### config.mk
export PLATFORM = sky130hd
export DESIGN_NAME = ysyx_22041207_ifu_axi_bridge
export DESIGN_NICKNAME = d
export VERILOG_FILES = /design/src/rtl/ysyx_22041207_ifu_axi_bridge.sv
export SDC_FILE = /design/constraint.sdc
export NUM_CORES = 1
export LEC_CHECK = 0
export CAP_MARGIN = 25
export CORE_ASPECT_RATIO = 0.5
export CORE_MARGIN = 8
export CORE_UTILIZATION = 38
export DETAILED_ROUTE_END_ITERATION = 6
export DONT_BUFFER_PORTS = 1
export PLACE_DENSITY = 0.61
export SYNTH_ARGS = -nofsm -noshare
export SYNTH_HDL_FRONTEND = slang
export SYNTH_SLANG_ARGS = --single-unit
### constraint.sdc
create_clock -name clk -period 2.3 [get_ports clk]
set_input_delay 0.46 -clock clk [delete_from_list [all_inputs] [get_ports clk]]
set_output_delay 0.46 -clock clk [all_outputs]
set_load 0.01 [all_outputs]
### src/rtl/ysyx_22041207_ifu_axi_bridge.sv
// ysyx_22041207_ifu_axi_bridge
// Instruction-fetch to AXI4 read bridge. It accepts one fetch request at a
// time from the IF stage and issues a single-beat 64-bit AXI4 read for the
// doubleword that holds the instruction. It returns the whole aligned
// doubleword, and IF selects the 32-bit half it needs.
//
// Ports
//   clk, rst             : clock and synchronous active-high reset
//   rx_r_valid_i/ready_o : fetch request handshake (ready only while idle)
//   rx_r_addr_i          : fetch byte address (pc)
//   rx_r_size_i          : byte-lane mask; 8'h0F and 8'hFF are legal
//   rx_data_read_o       : fetched aligned doubleword
//   rx_data_valid/ready  : response handshake towards IF
//   rx_err               : response error, qualified by rx_data_valid
//   ar*                  : AXI4 read-address channel (master side)
//   r*                   : AXI4 read-data channel (master side)
module ysyx_22041207_ifu_axi_bridge #(
   parameter logic [3:0] AXI_ID = 4'd0,
   parameter int          DW     = 64
) (
   input  logic          clk,
   input  logic          rst,
   // IF request side
   input  logic          rx_r_valid_i,
   output logic          rx_r_ready_o,
   input  logic [63:0]   rx_r_addr_i,
   input  logic [7:0]    rx_r_size_i,
   // IF response side
   output logic [DW-1:0] rx_data_read_o,
   output logic          rx_data_valid,
   input  logic          rx_data_ready,
   output logic          rx_err,
   // AXI4 read-address channel
   output logic [3:0]    arid,
   output logic [63:0]   araddr,
   output logic [7:0]    arlen,
   output logic [2:0]    arsize,
   output logic [1:0]    arburst,
   output logic          arvalid,
   input  logic          arready,
   // AXI4 read-data channel
   input  logic [3:0]    rid,
   input  logic [DW-1:0] rdata,
   input  logic [1:0]    rresp,
   input  logic          rlast,
   input  logic          rvalid,
   output logic          rready
);

   typedef enum logic [1:0] {
      IDLE = 2'd0,
      ADDR = 2'd1,
      DATA = 2'd2,
      RESP = 2'd3
   } state_t;

   state_t          state_reg;
   state_t          state_next;
   logic [63:0]     araddr_reg;
   logic            size_err_reg;
   logic [DW-1:0]   data_reg;
   logic            err_reg;

   // Only SLVERR/DECERR matter (rresp[1]); the low address bits are dropped
   // because every fetch reads a full aligned doubleword.
   logic            unused_bits;
   assign unused_bits = ^{rx_r_addr_i[2:0], rresp[0]};

   // Next-state logic and handshake outputs. All handshake outputs are
   // decoded from the state alone, so they never glitch with inputs.
   always_comb begin
      state_next    = state_reg;
      rx_r_ready_o  = 1'b0;
      arvalid       = 1'b0;
      rready        = 1'b0;
      rx_data_valid = 1'b0;
      case (state_reg)
         IDLE: begin
            rx_r_ready_o = 1'b1;
            if (rx_r_valid_i) begin
               state_next = ADDR;
            end
         end
         ADDR: begin
            arvalid = 1'b1;
            if (arready) begin
               state_next = DATA;
            end
         end
         DATA: begin
            rready = 1'b1;
            if (rvalid) begin
               state_next = RESP;
            end
         end
         RESP: begin
            rx_data_valid = 1'b1;
            if (rx_data_ready) begin
               state_next = IDLE;
            end
         end
         default: begin
            state_next = IDLE;
         end
      endcase
   end

   always_ff @(posedge clk) begin
      if (rst) begin
         state_reg    <= IDLE;
         araddr_reg   <= 64'd0;
         size_err_reg <= 1'b0;
         data_reg     <= '0;
         err_reg      <= 1'b0;
      end else begin
         state_reg <= state_next;
         // Address and size check are frozen at accept time so the AR
         // payload stays stable for as long as the slave stalls.
         if (state_reg == IDLE && rx_r_valid_i) begin
            araddr_reg   <= {rx_r_addr_i[63:3], 3'b000};
            size_err_reg <= (rx_r_size_i != 8'h0F) && (rx_r_size_i != 8'hFF);
         end
         // Single capture point: data/error change only on the R handshake,
         // which keeps them stable through any IF stall in RESP.
         if (state_reg == DATA && rvalid) begin
            data_reg <= rdata;
            err_reg  <= size_err_reg | rresp[1] | ~rlast | (rid != AXI_ID);
         end
      end
   end

   assign araddr         = araddr_reg;
   assign arid           = AXI_ID;
   assign arlen          = 8'd0;
   assign arsize         = 3'b011;
   assign arburst        = 2'b01;
   assign rx_data_read_o = data_reg;
   assign rx_err         = err_reg;

endmodule
Yosys cells after proc, flatten, opt, wreduce, memory -nomap -nowiden. Cells that the tools add are included.

Register bits after elaboration: 129.

Bitwise gates (word level): 4. Equal/unequal tests: 9. Reduce and logical (&&, ||, !) cells: 6. Multiplexer cells: 9.

Operator list (count): 2-bit 2-to-1 mux (4); 2-bit inequality test, second input constant (4); 8-bit by 4-bit inequality test with 1-bit output, second input constant (1); 8-bit inequality test, second input constant (1); 2-bit case mux with 4 select lines (1); 2-bit equality test, second input constant (2); 1-bit 2-to-1 mux (4); 4-bit AND reduction (1); 4-bit nonzero test (1); 1-bit logical AND (3); 1-bit bitwise OR (3); 2-bit by 1-bit equality test with 1-bit output, second input constant (1); 2-bit logical NOT (1); 1-bit NOT (1).

Longest topological paths before layout.
Word-level depth: 3. Mapped depth: 7.

Least setup slack after synthesis. No wires, ideal clock.

Kind: reg-to-reg. From: register state_reg[0]. To: register state_reg[0]. Slack: 0.804 ns. Path buffers: 0. Cell stages (with the launch flop): 6. Required time: 2.228 ns. Library setup time: 0.072 ns. Period minus slack after synthesis: 1.496 ns. Data arrival time: 1.425 ns. Cells stage by stage: dfxtp_1 > inv_1 > ha_1 > nor2b_1 > a2111oi_4 > mux2i_1.

Word-level cells in the longest chain between the ends: 3. Elaborated cells between the ends (all ways): 10.

RTL lines: from (decl) (line 57) `state_t state_reg;`; from (signal assigned) (line 116) `state_reg <= state_next;`; 2-bit equality test (tied with other cells) (line 77) `case (state_reg)`; 2-bit inequality test (no source line); 4-bit AND reduction (no source line).

Several ways; a longest one is shown, not always the timed one. A chain may end at the register's enable or synchronous reset.

Worst setup path in the final report.
From: register state_reg[0]. To: register state_reg[1].

Same word-level chain as after synthesis.

==> impl_metrics.yaml <==
floorplanning:
  ioPinCount: 299
  core_um2: 12000
  die_w_um: 174
  die_h_um: 94.8
  start_util: 0.394
  row_count: 28
  dieArea_um2: 16500
yosys:
  synth_xor_area_frac: 0
  yosysWarnings: 0
  synth_cell_types: 24
  synth_fa_ha_area_frac: 0.0132
  synth_top_family_by_area: "simple AND/OR/NAND/NOR gates"
  postSynthCellCount: 598
  synth_compound_area_frac: 0.143
  synth_simple_gate_area_frac: 0.221
  synth.area.mux_share: 0.00424
  synth_area_um2: 4720
  ys_ff_latch: 129
  ys_seq_area_frac: 0.547
  syn_area_per_cell_um2: 7.90
power:
  switchingPower_mw: 2.05
  leakage_nw: 1.93
  pwr-share-clk: 0.394
  p_seq_frac: 0.441
  p_int_mw: 4.71
  swShare: 0.303
  p_per_area_nw_per_um2: 1260
  pwr-share-comb: 0.165
  peakVddDrop_mv: 0.449
  totalPowerFinal_mw: 6.76
global_routing:
  gr-usage-met1: 0.148
  grtUsageMet2: 0.269
  grt_usage: 0.147
  grt_util_met3: 0.0669
  grt_pass1_wl_um: 19600
  grt_pass1_vias: 3574
  gr-max-usage-layer: "met2"
  antenna_found_initial: 0
  grt_overflow: 0
  grt_max_degree: 132
clock_tree:
  clockRootBuffer: "clkbuf_16"
  ctsResizeCount: 0
  cts_buffers: 17
  post-cts-setup-buffers: 0
  clockBufferDepth: 2
  clock_latency_ns: 0.39
  hold_buffers: 0
  path_clk_slew_ns: 0.06
  cts.htree.levels: 4
  cts_tree: "yes"
  clock-sinks: 129
timing:
  hold_violations: 0
  final_max_slew_viol_count: 0
  finClkSkew_ns: 0.0115
  period_minus_slack_ns: 1.69
  tns_ns: 0
  setup-violations-final: 0
  finalCritPeriodShare: 0.737
  fmax_ghz: 0.590
  rsz0062_at_grt: "no"
setup_path:
  worstPathArrival_ns: 2.00
  critical_path_required_ns: 2.61
  worst_setup_path_end_kind: "register"
  startpoint_type: "register"
  critPathMaxFanout: 5
  crit_type: "reg2reg"
routing:
  viasPerCell: 4.85
  dr.pass1.iters: 4
  drc: 0
  wl_per_cell_um: 17.2
  final_antenna_net_count: 0
  wl_um: 13000
  via_count: 3676
  drtIter0Drc: 235
final_layout:
  layout.nets: 734
  finalNonFillerCells: 758
  drive_above_1_share: 0.0691
  largest_reg_flops: 64
  finish.utilization: 0.449
  seq_area_um2: 2580
  syn2layout_area_growth_pct: 13.8
  multi_input_area_um2: 1880
  antenna_cells: 0
  fillerInstances: 1189
placed_design:
  gp_congestion: 0.728
  place_inst: 726
  port_buffers: 0
  post-dp-hpwl_um: 9410
min_path:
  min_path_type: "in2reg"
outcome:
  outcome: "finished, final reports clean"
flow_run:
  cap_violations: 0
==> logic make-up (layout without fill, tap and decap cells) <==
kind of cell | Yosys count | in the layout
AO/OA/AOI/OAI | 129 | 129
AND/OR/NAND/NOR | 268 | 268
flip-flops | 129 | 129
buffers and inverters | 63 | 40
multiplexers | 2 | 2
other | 2 | 20
adder cells (fa/ha/maj) | 5 | 5
==> cell type report <==
class / count / share of cell area
clock buffer: 23 / 0.0927
clock inverter: 9 / 0.0193
inverter: 3 / 0.00210
multi-input combinational: 424 / 0.351
sequential: 129 / 0.481
tap: 165 / 0.0384
timing repair buffer: 5 / 0.0163
==> cell usage in the layout, fill, tap and decap left out, drive strengths merged <==
cell type / n
nand2: 252
dfxtp: 129
a21oi: 125
clkbuf: 23
conb: 20
ha: 5
clkinv: 5
buf: 5
inv: 3
nand2b: 3
nor2b: 3
and2: 2
mux2i: 2
nand4: 2
nor2: 2
bufinv: 2
clkinvlp: 2
o21bai: 1
a2111oi: 1
or4: 1
a211oi: 1
nor3: 1
nor4: 1
nor3b: 1
a311oi: 1
==> layer usage <==
metal / vias up / share of wire
li1: 1845 / -
met1: 1675 / 0.36
met2: 144 / 0.53
met3: 12 / 0.094
met4: 0 / 0.014
met5: - / 0
==> path summary, 6_finish.rpt <==
path	from	to	slack [ns]	cells after the start
setup / recovery	state_reg[0]	state_reg[1]	0.61	5
hold / removal	rst	rx_data_read_o[11]	0.14	1
hold reg to reg	size_err_reg	size_err_reg	0.50	2
setup reg to reg	state_reg[0]	state_reg[1]	0.61	5
==> power by group through the flow <==
stage	combinational (mW)	sequential [mW]	clock [mW]
2_1_floorplan	0.951	2.93	0
3_3_place_gp	1.11	3.03	0
3_5_place_dp	1.14	3.04	0
4_1_cts	1.14	3.00	2.74
5_1_grt	1.28	3.02	2.84
6_report	1.12	2.98	2.66
==> cells in the mapped netlist <==
cell / instances / area (um^2)
a2111oi_4: 1 / 27.5
a211oi_1: 1 / 7.51
a21oi_1: 125 / 626
a311oi_1: 1 / 8.76
and2_1: 2 / 12.5
buf_1: 3 / 11.3
buf_2: 12 / 60.1
buf_4: 21 / 158
clkbuf_1: 24 / 90.1
conb_1: 2 / 7.51
dfxtp_1: 129 / 2580
ha_1: 5 / 62.6
inv_1: 3 / 11.3
mux2i_1: 2 / 20.0
nand2_1: 252 / 946
nand2b_1: 3 / 18.8
nand4_1: 2 / 12.5
nor2_1: 2 / 7.51
nor2b_1: 3 / 18.8
nor3_1: 1 / 5.00
nor3b_1: 1 / 7.51
nor4_1: 1 / 6.26
o21bai_1: 1 / 7.51
or4_1: 1 / 7.51
==> worst max-delay path: stages, from the launching register on <==
cell	delay, ns
dfxtp_1	0.37
inv_1	0.10
ha_1	0.31
nor2b_1	0.20
a2111oi_4	0.40
mux2i_1	0.24
==> through the flow <==
stage | hold slack [ns] | cell area [um^2] | worst slack (ns)
2_1_floorplan | 0.469 | 4790 | 0.804
3_3_place_gp | 0.484 | 4770 | 0.641
3_5_place_dp | 0.483 | 4770 | 0.593
4_1_cts | 0.117 | 5370 | 0.579
5_1_grt | 0.114 | 5370 | 0.458
6_report | 0.142 | 5370 | 0.606
(Power assumes the default switching activity.)
